File: src/rtl/sobel_window_engine.sv
// Sobel window engine: walks the image in 4-px x 3-row windows, fetches each window from the
// line buffer and writes |Gx|+|Gy| of the two centre pixels. SOBEL_THRESH_EN binarises the output.
module sobel_window_engine (
    input  logic        clk,
    input  logic        n_rst,
    input  logic        start,
    input  logic [11:0] image_width,
    input  logic [11:0] image_height,
`ifdef SOBEL_THRESH_EN
    input  logic [7:0]  thresh,
`endif
    output logic [19:0] ED_rpixNum,
    output logic        fill_buff,
    input  logic        buff_filled,
    input  logic [95:0] ED_rdata,
    output logic        wr_en,
    input  logic        wr_ack,
    output logic [19:0] wr_pixNum,
    output logic [15:0] wr_data,
    output logic        busy,
    output logic        done
);

    typedef enum logic [2:0] {
        S_IDLE, S_FILL, S_CALC, S_WRITE, S_RELEASE, S_ADV, S_DONE
    } state_t;

    state_t      r_state;
    state_t      w_next;
    logic [11:0] r_width;
    logic [11:0] r_height;
    logic [11:0] r_row;
    logic [11:0] r_col;
    logic [19:0] r_basePix;
    logic [19:0] r_wrPix;
    logic [15:0] r_wrData;
    logic        w_lastWin;
    logic        w_rowEnd;
    logic [31:0] w_r0;
    logic [31:0] w_r1;
    logic [31:0] w_r2;
    logic [7:0]  w_px1;
    logic [7:0]  w_px2;
    logic [7:0]  w_out1;
    logic [7:0]  w_out2;

    // Saturated |Gx|+|Gy| from the 8 neighbours; the centre pixel itself carries no weight.
    function automatic logic [7:0] sobelPx(input logic [7:0] tl, tm, tr, ml, mr, bl, bm, br);
        logic [9:0]  sl, sr, st, sb;
        logic [10:0] gx, gy, ax, ay;
        logic [11:0] mag;
        sl  = {2'b00, tl} + {1'b0, ml, 1'b0} + {2'b00, bl};
        sr  = {2'b00, tr} + {1'b0, mr, 1'b0} + {2'b00, br};
        st  = {2'b00, tl} + {1'b0, tm, 1'b0} + {2'b00, tr};
        sb  = {2'b00, bl} + {1'b0, bm, 1'b0} + {2'b00, br};
        gx  = {1'b0, sr} - {1'b0, sl};
        gy  = {1'b0, sb} - {1'b0, st};
        ax  = gx[10] ? (~gx + 11'd1) : gx;
        ay  = gy[10] ? (~gy + 11'd1) : gy;
        mag = {1'b0, ax} + {1'b0, ay};
        return (mag > 12'd255) ? 8'hFF : mag[7:0];
    endfunction

    assign w_r0 = ED_rdata[31:0];
    assign w_r1 = ED_rdata[63:32];
    assign w_r2 = ED_rdata[95:64];

    assign w_px1 = sobelPx(w_r0[7:0],  w_r0[15:8],  w_r0[23:16], w_r1[7:0],  w_r1[23:16],
                           w_r2[7:0],  w_r2[15:8],  w_r2[23:16]);
    assign w_px2 = sobelPx(w_r0[15:8], w_r0[23:16], w_r0[31:24], w_r1[15:8], w_r1[31:24],
                           w_r2[15:8], w_r2[23:16], w_r2[31:24]);

`ifdef SOBEL_THRESH_EN
    logic [7:0] r_thresh;
    assign w_out1 = (w_px1 >= r_thresh) ? 8'hFF : 8'h00;
    assign w_out2 = (w_px2 >= r_thresh) ? 8'hFF : 8'h00;
`else
    assign w_out1 = w_px1;
    assign w_out2 = w_px2;
`endif

    assign w_rowEnd  = (r_col == r_width - 12'd4);
    assign w_lastWin = (r_row == r_height - 12'd3) && w_rowEnd;

    assign ED_rpixNum = r_basePix;
    assign wr_pixNum  = r_wrPix;
    assign wr_data    = r_wrData;

    always_ff @(posedge clk or negedge n_rst) begin
        if (!n_rst) begin
            r_state <= S_IDLE;
        end else begin
            r_state <= w_next;
        end
    end

    always_comb begin
        w_next = r_state;
        case (r_state)
            S_IDLE:    if (start) w_next = S_FILL;
            S_FILL:    if (buff_filled) w_next = S_CALC;
            S_CALC:    w_next = S_WRITE;
            S_WRITE:   if (wr_ack) w_next = S_RELEASE;
            S_RELEASE: if (!buff_filled) w_next = S_ADV;
            S_ADV:     w_next = w_lastWin ? S_DONE : S_FILL;
            S_DONE:    w_next = S_IDLE;
            default:   w_next = S_IDLE;
        endcase
    end

    // fill_buff stays up while the window is in use so the buffer keeps ED_rdata steady until the write is acked.
    always_comb begin
        fill_buff = 1'b0;
        wr_en     = 1'b0;
        busy      = 1'b1;
        done      = 1'b0;
        case (r_state)
            S_IDLE:  busy = 1'b0;
            S_FILL:  fill_buff = 1'b1;
            S_CALC:  fill_buff = 1'b1;
            S_WRITE: begin
                fill_buff = 1'b1;
                wr_en     = 1'b1;
            end
            S_DONE:  done = 1'b1;
            default: ;
        endcase
    end

    always_ff @(posedge clk or negedge n_rst) begin
        if (!n_rst) begin
            r_width   <= '0;
            r_height  <= '0;
            r_row     <= '0;
            r_col     <= '0;
            r_basePix <= '0;
            r_wrPix   <= '0;
            r_wrData  <= '0;
`ifdef SOBEL_THRESH_EN
            r_thresh  <= '0;
`endif
        end else begin
            case (r_state)
                S_IDLE: if (start) begin
                    r_width   <= image_width;
                    r_height  <= image_height;
                    r_row     <= '0;
                    r_col     <= '0;
                    r_basePix <= '0;
`ifdef SOBEL_THRESH_EN
                    r_thresh  <= thresh;
`endif
                end
                S_CALC: begin
                    r_wrData <= {w_out2, w_out1};
                    r_wrPix  <= r_basePix + {8'd0, r_width} + 20'd1;
                end
                // Stepping past the last two columns of a row lands on the next row's start: +4, not +2.
                S_ADV: if (!w_lastWin) begin
                    if (w_rowEnd) begin
                        r_row     <= r_row + 12'd1;
                        r_col     <= '0;
                        r_basePix <= r_basePix + 20'd4;
                    end else begin
                        r_col     <= r_col + 12'd2;
                        r_basePix <= r_basePix + 20'd2;
                    end
                end
                default: ;
            endcase
        end
    end

endmodule

File: config.mk
export PLATFORM = sky130hd
export DESIGN_NAME = sobel_window_engine
export DESIGN_NICKNAME = d
export VERILOG_FILES = /design/src/rtl/sobel_window_engine.sv
export SDC_FILE = /design/constraint.sdc
export NUM_CORES = 1
export LEC_CHECK = 0
export BUFFER_PORTS_ARGS = -buffer_cell sky130_fd_sc_hd__buf_4
export CAP_MARGIN = 10
export CORE_AREA = 2 2 152 154
export DETAILED_ROUTE_END_ITERATION = 10
export DIE_AREA = 0 0 154 156
export PLACE_DENSITY = 0.77
export SETUP_SLACK_MARGIN = 0.4
export SLEW_MARGIN = 10
export SYNTH_ARGS = -nofsm -noshare
export SYNTH_HDL_FRONTEND = slang
export SYNTH_SLANG_ARGS = --single-unit
File: constraint.sdc
create_clock -name clk -period 3.55 [get_ports clk]
set_clock_uncertainty 0.2 [all_clocks]
set_input_delay 0.5325 -clock clk [delete_from_list [all_inputs] [get_ports clk]]
set_output_delay 0.5325 -clock clk [all_outputs]
set_load 0.01 [all_outputs]
Yosys cells after proc, flatten, opt, wreduce, memory -nomap -nowiden --
Index checks and enable logic that the tools add are counted.
Storage, ports and cells: logic and storage cells 97, input port bits 125, output and inout bits 60, bits in registers 107
Operators by class: equal/unequal tests 14, bitwise gates (word level) 4, magnitude comparators 2, reductions and logical operators 8, add/subtract/negate cells 34, mux-type cells 27
Operator list (count):
- 10-bit by 8-bit adder with 10-bit output | 8
- 8-bit by 9-bit adder with 10-bit output | 8
- 12-bit two-way mux | 5
- 20-bit two-way mux | 3
- 12-bit case mux with 2 select lines | 2
- 11-bit by 1-bit adder with 11-bit output, second input constant | 4
- 11-bit two-way mux | 4
- 11-bit NOT | 4
- 10-bit by 10-bit subtractor with 11-bit output | 4
- 20-bit case mux with 2 select lines | 1
- 11-bit by 11-bit adder with 12-bit output | 2
- 12-bit == test | 2
- 12-bit by 8-bit > comparator with 1-bit output, second input constant | 2
- 20-bit by 1-bit adder with 20-bit output, second input constant | 1
- 20-bit by 12-bit adder with 20-bit output | 1
- 20-bit by 2-bit adder with 20-bit output, second input constant | 1
- 20-bit by 3-bit adder with 20-bit output, second input constant | 1
- 3-bit case mux with 6 select lines | 1
- 8-bit two-way mux | 2
- 3-bit two-way mux | 5
- 12-bit by 1-bit adder with 12-bit output, second input constant | 1
- 12-bit by 2-bit adder with 12-bit output, second input constant | 1
- 2-bit inequality test, second input constant | 6
- 12-bit by 2-bit subtractor with 12-bit output, second input constant | 1
- other kinds (12) | 19

Logic depth before layout (Yosys ltp) --
Gate-level depths: netlist of run 1.
depth in word-level cells 9, gate-level depth with buffers 25, depth with buffers taken out 25

Least setup slack after synthesis of run 1 --
No wires, ideal clock.
path type input port to flip-flop, start point in ED_rdata[9], end point reg r_wrData[0], in the netlist wr_data[0], cell stages on the path 22, setup slack -2.660 ns, data required time 3.284 ns, setup time 0.066 ns, path buffers 1, arrival 5.944 ns, cells stage by stage inv_1 -> fa_1 -> fa_1 -> fa_1 -> ha_1 -> a21o_1 -> a211oi_1 -> nor2_1 -> o41ai_1 -> o21bai_1 -> a21oi_1 -> clkbuf_1 -> o21ai_0 -> fa_1 -> a21o_1 -> a21oi_1 -> nor2b_1 -> o21ai_0 -> a211oi_1 -> and3_1 -> o21bai_1 -> o22a_1
Between the ends: cells in the longest elaborated chain, start to end 9
RTL lines:
- start, declared | line 15 | input logic [95:0] ED_rdata,
- 8-bit by 9-bit adder with 10-bit output * | line 54 | st = {2'b00, tl} + {1'b0, tm, 1'b0} + {2'b00, tr};
- 10-bit by 8-bit adder with 10-bit output * | line 54
- 10-bit by 10-bit subtractor with 11-bit output * | line 57 | gy = {1'b0, sb} - {1'b0, st};
- 11-bit NOT | line 59 | ay = gy[10] ? (~gy + 11'd1) : gy;
- 11-bit by 1-bit adder with 11-bit output | line 59
- 11-bit two-way mux * | line 59
- 11-bit by 11-bit adder with 12-bit output * | line 60 | mag = {1'b0, ax} + {1'b0, ay};
- 12-bit by 8-bit > comparator with 1-bit output | line 61 | return (mag > 12'd255) ? 8'hFF : mag[7:0];
- 8-bit two-way mux * | line 61
- end signal, assigned | line 155 | r_wrData <= {w_out2, w_out1};
- end, declared | line 36 | logic [15:0] r_wrData;
Every way passes the cells marked *; elsewhere a longest branch is shown, timed or not. A chain may end at the register's enable or synchronous reset.

Final worst setup path of run 1 --
start point in ED_rdata[12], end point reg r_wrData[11], in the netlist wr_data[11]
Between the ends: cells in the longest elaborated chain, start to end 9, elaborated cells between the ends (all ways) 15, those cells by class add/sub (9); order compare (1); mux (3); bitwise (2)
RTL lines (line):
- 8-bit by 9-bit adder with 10-bit output, on equally long branches | 52, 54
- 10-bit by 8-bit adder with 10-bit output, on equally long branches | 52, 54
- 10-bit by 10-bit subtractor with 11-bit output, on equally long branches | 56, 57
- 11-bit NOT, on equally long branches | 58, 59
- 11-bit by 1-bit adder with 11-bit output, on equally long branches | 58, 59
- 11-bit two-way mux, on equally long branches | 58, 59
- 11-bit by 11-bit adder with 12-bit output * | 60
- 12-bit by 8-bit > comparator with 1-bit output | 61
- 8-bit two-way mux * | 61
Marked as above.

==> flow_summary.toml, run 1 <==
[outcome]
status = "finished, violations left"
violations = "setup timing"

[route]
via_count = 11371
wl_per_cell_um = 17.2
first_pass_iters = 6
ant_nets = 0
totalWireLength_mm = 35.8
drc = 0
drt_iter0_drc = 659
viasPerCell = 5.45

[power]
vdd_drop_max_mv = 1.41
netSwitchingPower_mw = 9.62
combPwrFrac_pct = 86.6
p_leak_nw = 8.26
clock_power_share_pct = 4.7
pwr-share-seq_pct = 8.8
p_int_mw = 11.1
power_density_nw_per_um2 = 1230
swShare_pct = 46.4

[logic_synthesis]
ys_seq_elements = 105
yosys.cell_types.count = 77
synth_edf_count = 0
netlist_area_um2 = 12200
syn_inst = 1401
synth-adder-area-share_pct = 30.3
synth_xor_area_share_pct = 8.50
ys.flop_type = "dfrtp_1"
synth_compound_area_share_pct = 12.2
synth_nets = 1744
synth.avg_cell_area_um2 = 8.68
yosysWarnings = 0
muxShareOfSynthArea_pct = 0.473
ys_seq_area_share_pct = 21.6
synth_top_family_by_area = "adder cells"
async_reset_ff_share_pct = 100
synth-simple-area-share_pct = 17.8

[sta]
timing.final.ws_setup_ps = -2040
period_needed_ps = 5590
fin_tns_setup_ps = -31220
clock.fmax_mhz = 179
tightestPinTransition_ps = 911
grt_setup_unrepaired = "yes"
setup_viol = 16
post-route-period-util_pct = 157
slew_headroom_pct = 39.1
slew_viol_final = 0
final-hold-violation-count = 0

[global_route]
grt_max_degree = 59
gr-total-overflow = 0
antenna_found_initial = 1
grt_pass1_wl_mm = 54.9
grt_use_total_pct = 28.4
grt_pass1_vias = 11542

[worst_setup_path]
cp-startpoint = "ED_rdata[12]"
end_kind = "flip-flop"
slowest_stage = "fa_1"
worst_ep_arrival_time_ps = 5640
worst_ep_required_time_ps = 3600
crit_family = "adder cells"
regToRegEndpoint = "ED_rpixNum[17]"
r2r_cells = 10
cp.depth = 25
worst-path-buf-inv = 8
critical_path.max_fanout = 7
start_kind = "input port"
max_stage_delay_ps = 560
r2r_start = "r_width[2]"
rrSetupSlack_ps = 260
crit_type = "in -> reg"
endpoint = "wr_data[11]"

[floorplan]
initial_core_util_pct = 54.4
die_area_um2 = 24000
die_y_um = 156
num_rows = 55
io_pins = 185
core_um2 = 22400
die_width_um = 154

[cells_and_area]
nets = 2138
drive_above_1_share_pct = 34.6
stdcell_count = 2085
final.fill_count = 1477
postLayoutCoreUtil_pct = 75.6
diodes = 0
syn2layout_area_growth_pct = 39.0

[clocking]
insertion_delay_ps = 360
cts_tree = "done"
h-tree-depth = 3
clk_pin_slew_ps = 80
numCtsBuffers = 9
clkSinkCount = 105
cts-hold-fix-buffers = 0
root_buffer = "clkbuf_16"
cts_buffer_depth = 2

[placement]
port_buffers = 183
dp_hpwl_mm = 27.0
place_inst = 2012
finalWeightedCongestion = 0.953
place_ws_ps = -2490

[flow_run]
cap_viol_max_count = 0

[worst_hold_path]
hold_class = "in -> async"
[cell usage after synthesis (all sizes together) (6+ instances only)]
| master | n | area (um2) |
|---|---|---|
| nor2 | 97 | 369 |
| nor4 | 19 | 140 |
| or4 | 14 | 113 |
| xnor2 | 72 | 631 |
| xor2 | 46 | 403 |
| nand3 | 29 | 150 |
| clkbuf | 23 | 86.3 |
| a21o | 9 | 67.6 |
| o21bai | 6 | 45.0 |
| o211ai | 7 | 52.6 |
| nand4 | 14 | 93.8 |
| nor3 | 22 | 126 |
| a211oi | 6 | 45.0 |
| or2 | 7 | 43.8 |
| nand3b | 7 | 52.6 |
| fa | 127 | 2540 |
| dfrtp | 105 | 2630 |
| ha | 91 | 1140 |
| a21oi | 55 | 279 |
| nand2 | 154 | 586 |
| nor2b | 16 | 100 |
| o31ai | 13 | 97.6 |
| o21ai | 79 | 395 |
| inv | 262 | 983 |
| nand2b | 10 | 62.6 |
| o22a | 7 | 61.3 |
| and3 | 18 | 113 |
| o21a | 17 | 128 |
[worst min path at each step]
| stage | from | end | slack (ps) | cells after the start |
|---|---|---|---|---|
| global route | n_rst | wr_pixNum[13] | 60 | 1 |
| floorplan | n_rst | ED_rpixNum[10] | 40 | 0 |
| global placement | wr_pixNum[14] | wr_pixNum[14] | 260 | 2 |
| detailed placement | wr_pixNum[17] | wr_pixNum[17] | 270 | 2 |
| CTS | n_rst | wr_pixNum[7] | 30 | 1 |
| finish | n_rst | wr_pixNum[13] | 7 | 1 |
[registers in the layout, summed over array words and instances (netlist names)]
name and flops:
r_height 12, r_col 11, r_row 12, ED_rpixNum 19
wr_data 16, wr_pixNum 20, r_width 12, r_state 3
[power by group through the flow]
stage / Clock [mW] / Combinational (mW) / Sequential, mW
after floorplan: 0 / 9.36 / 1.72
final: 0.973 / 18.0 / 1.82
after CTS: 0.983 / 16.4 / 1.78
after global routing: 1.02 / 19.5 / 1.85
after global placement: 0 / 14.2 / 1.79
after detailed placement: 0 / 14.8 / 1.79
[layout by cell type (no fill, tap or decap), drive strengths merged, types with 7 or more instances in the layout]
master	netlist	routed
nand4	14	14
nor4	19	19
or4	14	14
xnor2	72	72
buf	4	408
fa	127	127
or2	7	7
nand3b	7	7
nand3	29	29
clkinvlp	0	8
o31ai	13	13
o22a	7	7
inv	262	255
a21o	9	9
ha	91	91
nor2b	16	16
nor2	97	97
and3	18	18
dfrtp	105	105
o211ai	7	7
nand2b	10	10
clkbuf	23	12
a21oi	55	55
xor2	46	46
nor3	22	22
o21ai	79	79
o21a	17	17
nand2	154	155
[layer usage]
| metal | vias up | global-route usage, % | wire length [um] |
|---|---|---|---|
| met3 | 85 | 4.06 | 1970 |
| met4 | 2 | 12.2 | 1390 |
| met1 | 5512 | 33.0 | 13700 |
| li1 | 5359 | - | - |
| met2 | 413 | 52.5 | 18700 |
| met5 | - | 0 | 14 |
[cells by family (layout without fill, tap and decap cells)]
family,count (synthesis),after routing
AOI/OAI and AO/OA,232,232
xor gates and xnor gates,118,118
adders and majority gates,218,218
buffers and inverters,289,687
DFF,105,105
muxes,5,5
other,1,1
and+or+nand+nor,433,434
[repair_timing]
item,4_1_cts,5_1_grt
buffers inserted,26,29
hold endpoints to repair,0,0
pin swaps,53,58
cloned,0,2
endpoints found under the setup margin,40,56
gates resized for setup,70,104
[through the flow]
stage          hold WS (ps)  power [mW]  instance area (um2)
6_report               7.49        20.7                16900
5_1_grt                61.4        22.4                16900
4_1_cts                26.8        19.1                16100
3_5_place_dp            271        16.6                15400
3_3_place_gp            263        16.0                15400
2_1_floorplan          36.9        11.1                12500
[worst register-to-register path, cell delays in order, from the launching register on]
cell and delay, ps:
dfrtp_1 450, inv_2 100, ha_2 190, or3b_4 410
nor2_2 150, nand3_2 140, a2111o_2 560, mux2_4 300
nor4bb_1 490, nand2_1 120, o21ai_1 120
[cell type report]
class                   count  area, um2  share of cell area [%]
multi-input cells        1008       9440                    55.8
repair buffers            409       3180                    18.8
flip-flops and latches    105       2630                    15.6
inverters                 262       1020                    6.02
well taps                 285        357                    2.11
clock buffers              11        243                    1.44
clock inverters             5       40.0                   0.237
(Power assumes the default switching activity.)
==> inputs of run 2 (changes only) <==
--- a/config.mk
+++ b/config.mk
@@ -5,12 +5,13 @@
 export SDC_FILE = /design/constraint.sdc
 export NUM_CORES = 1
 export LEC_CHECK = 0
+export ABC_AREA = 1
 export BUFFER_PORTS_ARGS = -buffer_cell sky130_fd_sc_hd__buf_4
 export CAP_MARGIN = 10
-export CORE_AREA = 2 2 152 154
+export CORE_AREA = 2 2 161 163
 export DETAILED_ROUTE_END_ITERATION = 10
-export DIE_AREA = 0 0 154 156
-export PLACE_DENSITY = 0.77
+export DIE_AREA = 0 0 163 165
+export PLACE_DENSITY = 0.76
 export SETUP_SLACK_MARGIN = 0.4
 export SLEW_MARGIN = 10
 export SYNTH_ARGS = -nofsm -noshare
==> run 2 against run 1 <==
  * The flow still finishes with violations (setup timing)
  * Sequential cell count stayed put
  * Final cell count is 24% higher
  * Critical path depth is 1 higher
  * Routed wire length is 7.1% higher
  * First-iteration DRC count is 31% higher
  * Worst hold slack better by 45 ps
  * Design area is 9.5% higher
  * Die area is 12% higher
  * Synthesized cell count is 34% higher
  * Worst setup slack better by 450 ps
  * Register-to-register slack better by 410 ps
  * Core utilization is 1.7 points lower
  * Highest routed layer is now met4
==> flow_summary.toml, run 2 <==
[worst_setup_path]
start_kind = "input port"
end_kind = "flip-flop"
worst_ep_required_time_ps = 3600
critical_path.max_fanout = 7
max_stage_delay_ps = 560
worst_ep_arrival_time_ps = 5180
crit_type = "in -> reg"
slowest_stage = "fa_2"
crit_top_cell = "buf_4"

[logic_synthesis]
syn_inst = 1880
netlist_area_um2 = 13700
synth_edf_count = 0
yosys.cell_types.count = 45
ys_seq_area_share_pct = 19.2
synth_top_cells_by_area = "dfrtp_1, fa_1, nand2_1"
async_reset_ff_share_pct = 100
yosysWarnings = 0
synth.avg_cell_area_um2 = 7.29
ys_top_cells_by_count = "nand2_1, inv_1, nor2_1"
yosys.area.top_type = "dfrtp_1"
synth_nets = 2223
ys.flop_type = "dfrtp_1"
ys_seq_elements = 105
synth_most_common_cell = "nand2_1"
synth.top_cell.area_share_pct = 19.2

[cells_and_area]
largest_register_ffs = 20
postLayoutCoreUtil_pct = 73.9
stdcell_count = 2590
most-common-layout-cells = "nand2_1, buf_4, inv_1, nor2_1, fa_1"
syn2layout_area_growth_pct = 35.0
drive_above_1_share_pct = 30.2
final.fill_count = 1848
diodes = 0
final_common_cell = "nand2_1"
nets = 2598

[route]
first_pass_iters = 5
drt_iter0_drc = 860
drc = 0
totalWireLength_mm = 38.4
via_count = 13406
viasPerCell = 5.18
ant_nets = 0
wl_per_cell_um = 14.8

[sta]
whs_ps = 52.9
clock.fmax_mhz = 195
slew_viol_final = 0
grt_setup_unrepaired = "yes"
post-route-period-util_pct = 145
timing.final.ws_setup_ps = -1580
slew_headroom_pct = 46.2
tightestPinTransition_ps = 807
period_needed_ps = 5130
setup_viol = 16
final-hold-violation-count = 0

[global_route]
grt_max_degree = 61
gr-total-overflow = 0
grt_pass1_wl_mm = 61.5
grt_pass1_vias = 13138
grt_use_total_pct = 28.2
antenna_found_initial = 0

[clocking]
insertion_delay_ps = 360
h-tree-depth = 3
clk_pin_slew_ps = 80
clkSinkCount = 105
cts_tree = "done"
numCtsBuffers = 9
root_buffer = "clkbuf_16"
cts_buffer_depth = 2

[flow_run]
cap_viol_max_count = 0

[floorplan]
initial_core_util_pct = 54.7
io_pins = 185
core_um2 = 25000
die_y_um = 165
die_area_um2 = 26900
die_width_um = 163
num_rows = 58

[placement]
dp_hpwl_mm = 30.3
finalWeightedCongestion = 0.920
port_buffers = 183
place_inst = 2518
place_ws_ps = -2050

[worst_hold_path]
hold_class = "in -> async"

[outcome]
violations = "setup timing"
status = "finished, violations left"
-- run 2: cell types whose count changed after synthesis, moves of 30 or more --
| cell | change |
|---|---|
| o21ai_1 | -30 |
| nand3_1 | +91 |
| inv_1 | +131 |
| nand2_1 | +277 |
| xnor2_1 | -31 |
| xor2_1 | +52 |
| nor2_1 | +52 |
-- run 2: layer usage --
metal	vias to the layer above	wire (um)	GRT usage, %
li1	6532	-	-
met1	6450	15800	36.0
met2	366	20000	51.8
met3	58	1800	2.59
met4	0	804	6.68
met5	-	0	0
-- run 2: cell type report --
| type | count | area [um2] | share of cell area (%) |
|---|---|---|---|
| clock inverter | 7 | 75.1 | 0.406 |
| tap | 330 | 413 | 2.23 |
| timing repair buffer | 405 | 3150 | 17.0 |
| inverter | 395 | 1540 | 8.32 |
| sequential | 105 | 2630 | 14.2 |
| clock buffer | 9 | 225 | 1.22 |
| multi-input combinational | 1339 | 10500 | 56.6 |
-- run 2: worst paths after layout --
path,start,endpoint,slack [ps],cells after the start
min in group clk,image_height[5],r_height[5],200,2
max in group asynchronous,n_rst,r_col[10],2350,2
hold reg to reg,wr_pixNum[19],wr_pixNum[19],290,2
hold / removal,n_rst,wr_pixNum[15],50,1
setup reg to reg,r_width[2],r_row[1],670,17
setup / recovery,ED_rdata[17],wr_data[10],-1580,26
-- run 2: cell families (layout without fill, tap and decap cells) --
logic type | Yosys count | in the layout | synth area share, %
other | 1 | 1 | 0.0274
AOI/OAI and AO/OA | 162 | 162 | 6.74
muxes | 8 | 8 | 0.657
and+or+nand+nor | 811 | 811 | 25.5
buffers and inverters | 436 | 816 | 12.2
DFF | 105 | 105 | 19.2
xor gates and xnor gates | 139 | 139 | 8.88
adders and majority gates | 218 | 218 | 26.9
-- run 2: through the flow --
stage | area, um2 | setup TNS [ps]
2_1_floorplan | 14300 | -22180
3_3_place_gp | 17100 | -29470
3_5_place_dp | 17100 | -31380
4_1_cts | 17800 | -23340
5_1_grt | 18500 | -28400
6_report | 18500 | -24540
-- run 2: worst max-delay path, delay by kind of cell --
kind	cells	cell delay, ps
AO/OA/AOI/OAI	3	380
adder cells (fa/ha/maj)	5	2130
buffers and inverters	9	880
XOR/XNOR	1	310
AND/OR/NAND/NOR	8	940
-- run 2: what timing repair did --
action | CTS | global route
endpoints found under the hold margin | 0 | 0
buffers inserted | 30 | 26
resized for setup | 57 | 128
hold buffers | 0 | 0
pin swaps | 44 | 135
endpoints found under the setup margin | 45 | 57
Power of run 2 is left out: the tool's default activity adds up to more than one toggle a clock period on the data nets, which glitch-free logic cannot reach.
==> inputs of run 3 (changes only) <==
--- a/config.mk
+++ b/config.mk
@@ -8,10 +8,12 @@
 export ABC_AREA = 1
 export BUFFER_PORTS_ARGS = -buffer_cell sky130_fd_sc_hd__buf_4
 export CAP_MARGIN = 10
-export CORE_AREA = 2 2 161 163
+export CELL_PAD_IN_SITES_DETAIL_PLACEMENT = 1
+export CELL_PAD_IN_SITES_GLOBAL_PLACEMENT = 2
+export CORE_AREA = 2 2 204 206
 export DETAILED_ROUTE_END_ITERATION = 10
-export DIE_AREA = 0 0 163 165
-export PLACE_DENSITY = 0.76
+export DIE_AREA = 0 0 206 208
+export PLACE_DENSITY_LB_ADDON = 0.1
 export SETUP_SLACK_MARGIN = 0.4
 export SLEW_MARGIN = 10
 export SYNTH_ARGS = -nofsm -noshare
==> run 3 against run 2 <==
  * The flow still finishes with violations (setup timing)
  * Register-to-register slack better by 30 ps
  * Design area is 0.37% higher
  * Critical path depth stayed put
  * Global-route usage is 6.3 points lower
  * Fmax is 0.66% higher
  * Clock-buffer cell count is 1 higher
  * Worst setup slack better by 34 ps
  * Sequential cell count stayed put
  * Final cell count is 7.6% higher
  * Non-clock buffer count is 7 lower
  * Worst hold slack better by 78 ps
  * Critical path type unchanged
==> flow_summary.toml, run 3 (synthesis gave the netlist of run 2 again) <==
[outcome]
status = "finished, violations left"
violations = "setup timing"

[placement]
place_inst = 2735
finalWeightedCongestion = 0.827
port_buffers = 183
dp_hpwl_mm = 37.9

[route]
totalWireLength_mm = 45.9
drc = 0
via_count = 13156
wl_per_cell_um = 16.4
ant_nets = 0
drt_iter0_drc = 332
viasPerCell = 4.72
first_pass_iters = 4

[worst_setup_path]
r2r_cells = 9
start_kind = "input port"
endpoint = "wr_data[3]"
critical_path.max_fanout = 7
cp-startpoint = "ED_rdata[80]"
crit_type = "in -> reg"
r2r_start = "ED_rpixNum[1]"
worst_ep_required_time_ps = 3620
end_kind = "flip-flop"
worst_ep_arrival_time_ps = 5160
rrSetupSlack_ps = 700
regToRegEndpoint = "wr_pixNum[10]"

[cells_and_area]
drive_above_1_share_pct = 28.3
register_area_um2 = 2630
postLayoutCoreUtil_pct = 45.8
largest_register_ffs = 20
final_common_cell = "nand2_1"
nets = 2592
syn2layout_area_growth_pct = 35.5
most-common-layout-cells = "nand2_1, buf_4, inv_1, nor2_1, fa_1"
stdcell_count = 2788
final.fill_count = 5048
multi_input_area_um2 = 10400

[sta]
timing.final.ws_setup_ps = -1550
clock.fmax_mhz = 196
setup_viol = 16
slew_headroom_pct = 31.5
whs_ps = 131
grt_setup_unrepaired = "yes"
period_needed_ps = 5100
slew_viol_final = 0
tightestPinTransition_ps = 1030
post-route-period-util_pct = 144
final-hold-violation-count = 0

[global_route]
grt_pass1_wl_mm = 74.9
gr-total-overflow = 0
grt_use_total_pct = 21.9
grt_pass1_vias = 14456
grt_max_degree = 75
antenna_found_initial = 3

[flow_run]
cap_viol_max_count = 0

[clocking]
numCtsBuffers = 9
cts_buffer_depth = 2
insertion_delay_ps = 380
h-tree-depth = 3
clk_pin_slew_ps = 80
cts_tree = "done"
clkSinkCount = 105
root_buffer = "clkbuf_16"

[worst_hold_path]
hold_class = "in -> async"

[floorplan]
io_pins = 185
num_rows = 74
core_um2 = 40600
die_y_um = 208
die_width_um = 206
initial_core_util_pct = 33.8
die_area_um2 = 42800
[run 3: cell types whose count changed in the layout (fill, tap and decap cells not counted), sizes merged]
cell | previous run | this run
buf | 405 | 398
clkinv | 5 | 1
inv | 386 | 389
diode | 0 | 2
a21oi | 70 | 71
clkbuf | 9 | 10
[run 3: timing repair]
action | CTS | global route
cloned | 0 | 1
hold endpoints to repair | 0 | 0
gates resized for setup | 35 | 90
pin swaps | 25 | 67
hold buffers | 0 | 0
setup buffers | 17 | 17
setup endpoints to repair | 16 | 45
[run 3: worst min path at each step]
stage / from / endpoint / depth (start not counted)
2_1_floorplan: n_rst / ED_rpixNum[10] / 0
3_3_place_gp: wr_pixNum[0] / wr_pixNum[0] / 2
3_5_place_dp: wr_pixNum[19] / wr_pixNum[19] / 2
4_1_cts: n_rst / ED_rpixNum[14] / 1
5_1_grt: image_height[8] / r_height[8] / 2
6_report: n_rst / ED_rpixNum[14] / 1
[run 3: critical path: stages]
cell and delay (ps):
buf_6 70, clkinvlp_4 150, buf_4 180, fa_1 470, inv_1 50, fa_2 340
fa_1 510, ha_2 180, inv_1 70, fa_2 520, inv_1 80, nor3_2 100
buf_4 130, nand4_1 140, o21ai_2 180, xor2_1 210, buf_4 150, ha_4 220
inv_4 70, nor3_4 30, nand2_1 90, a31o_2 150, nand3_2 90, nor2_4 200
nand3_1 110, o21a_1 130
[run 3: stage by stage]
stage	setup TNS [ps]	setup slack, ps	area [um2]
after floorplan	-22180	-1450	14300
after global placement	-31540	-1980	17500
after detailed placement	-33300	-2160	17500
after CTS	-24140	-1540	18000
after global routing	-28340	-1810	18600
final	-24200	-1550	18600
[run 3: metal layers]
| metal | routed length, um | up-vias | track usage [%] |
|---|---|---|---|
| met5 | 8 | - | 0 |
| met2 | 23600 | 154 | 40.1 |
| li1 | - | 6513 | - |
| met1 | 20200 | 6451 | 27.5 |
| met3 | 1350 | 36 | 2.37 |
| met4 | 720 | 2 | 4.78 |
[run 3: area by class of cell]
class	count	area share, %
sequential	105	14.1
inverter	395	8.24
clock inverter	6	0.256
timing repair buffer	398	16.6
tap	532	3.58
multi-input combinational	1340	55.9
antenna	2	0.0269
clock buffer	10	1.29
Power of run 3 is left out for the same reason.
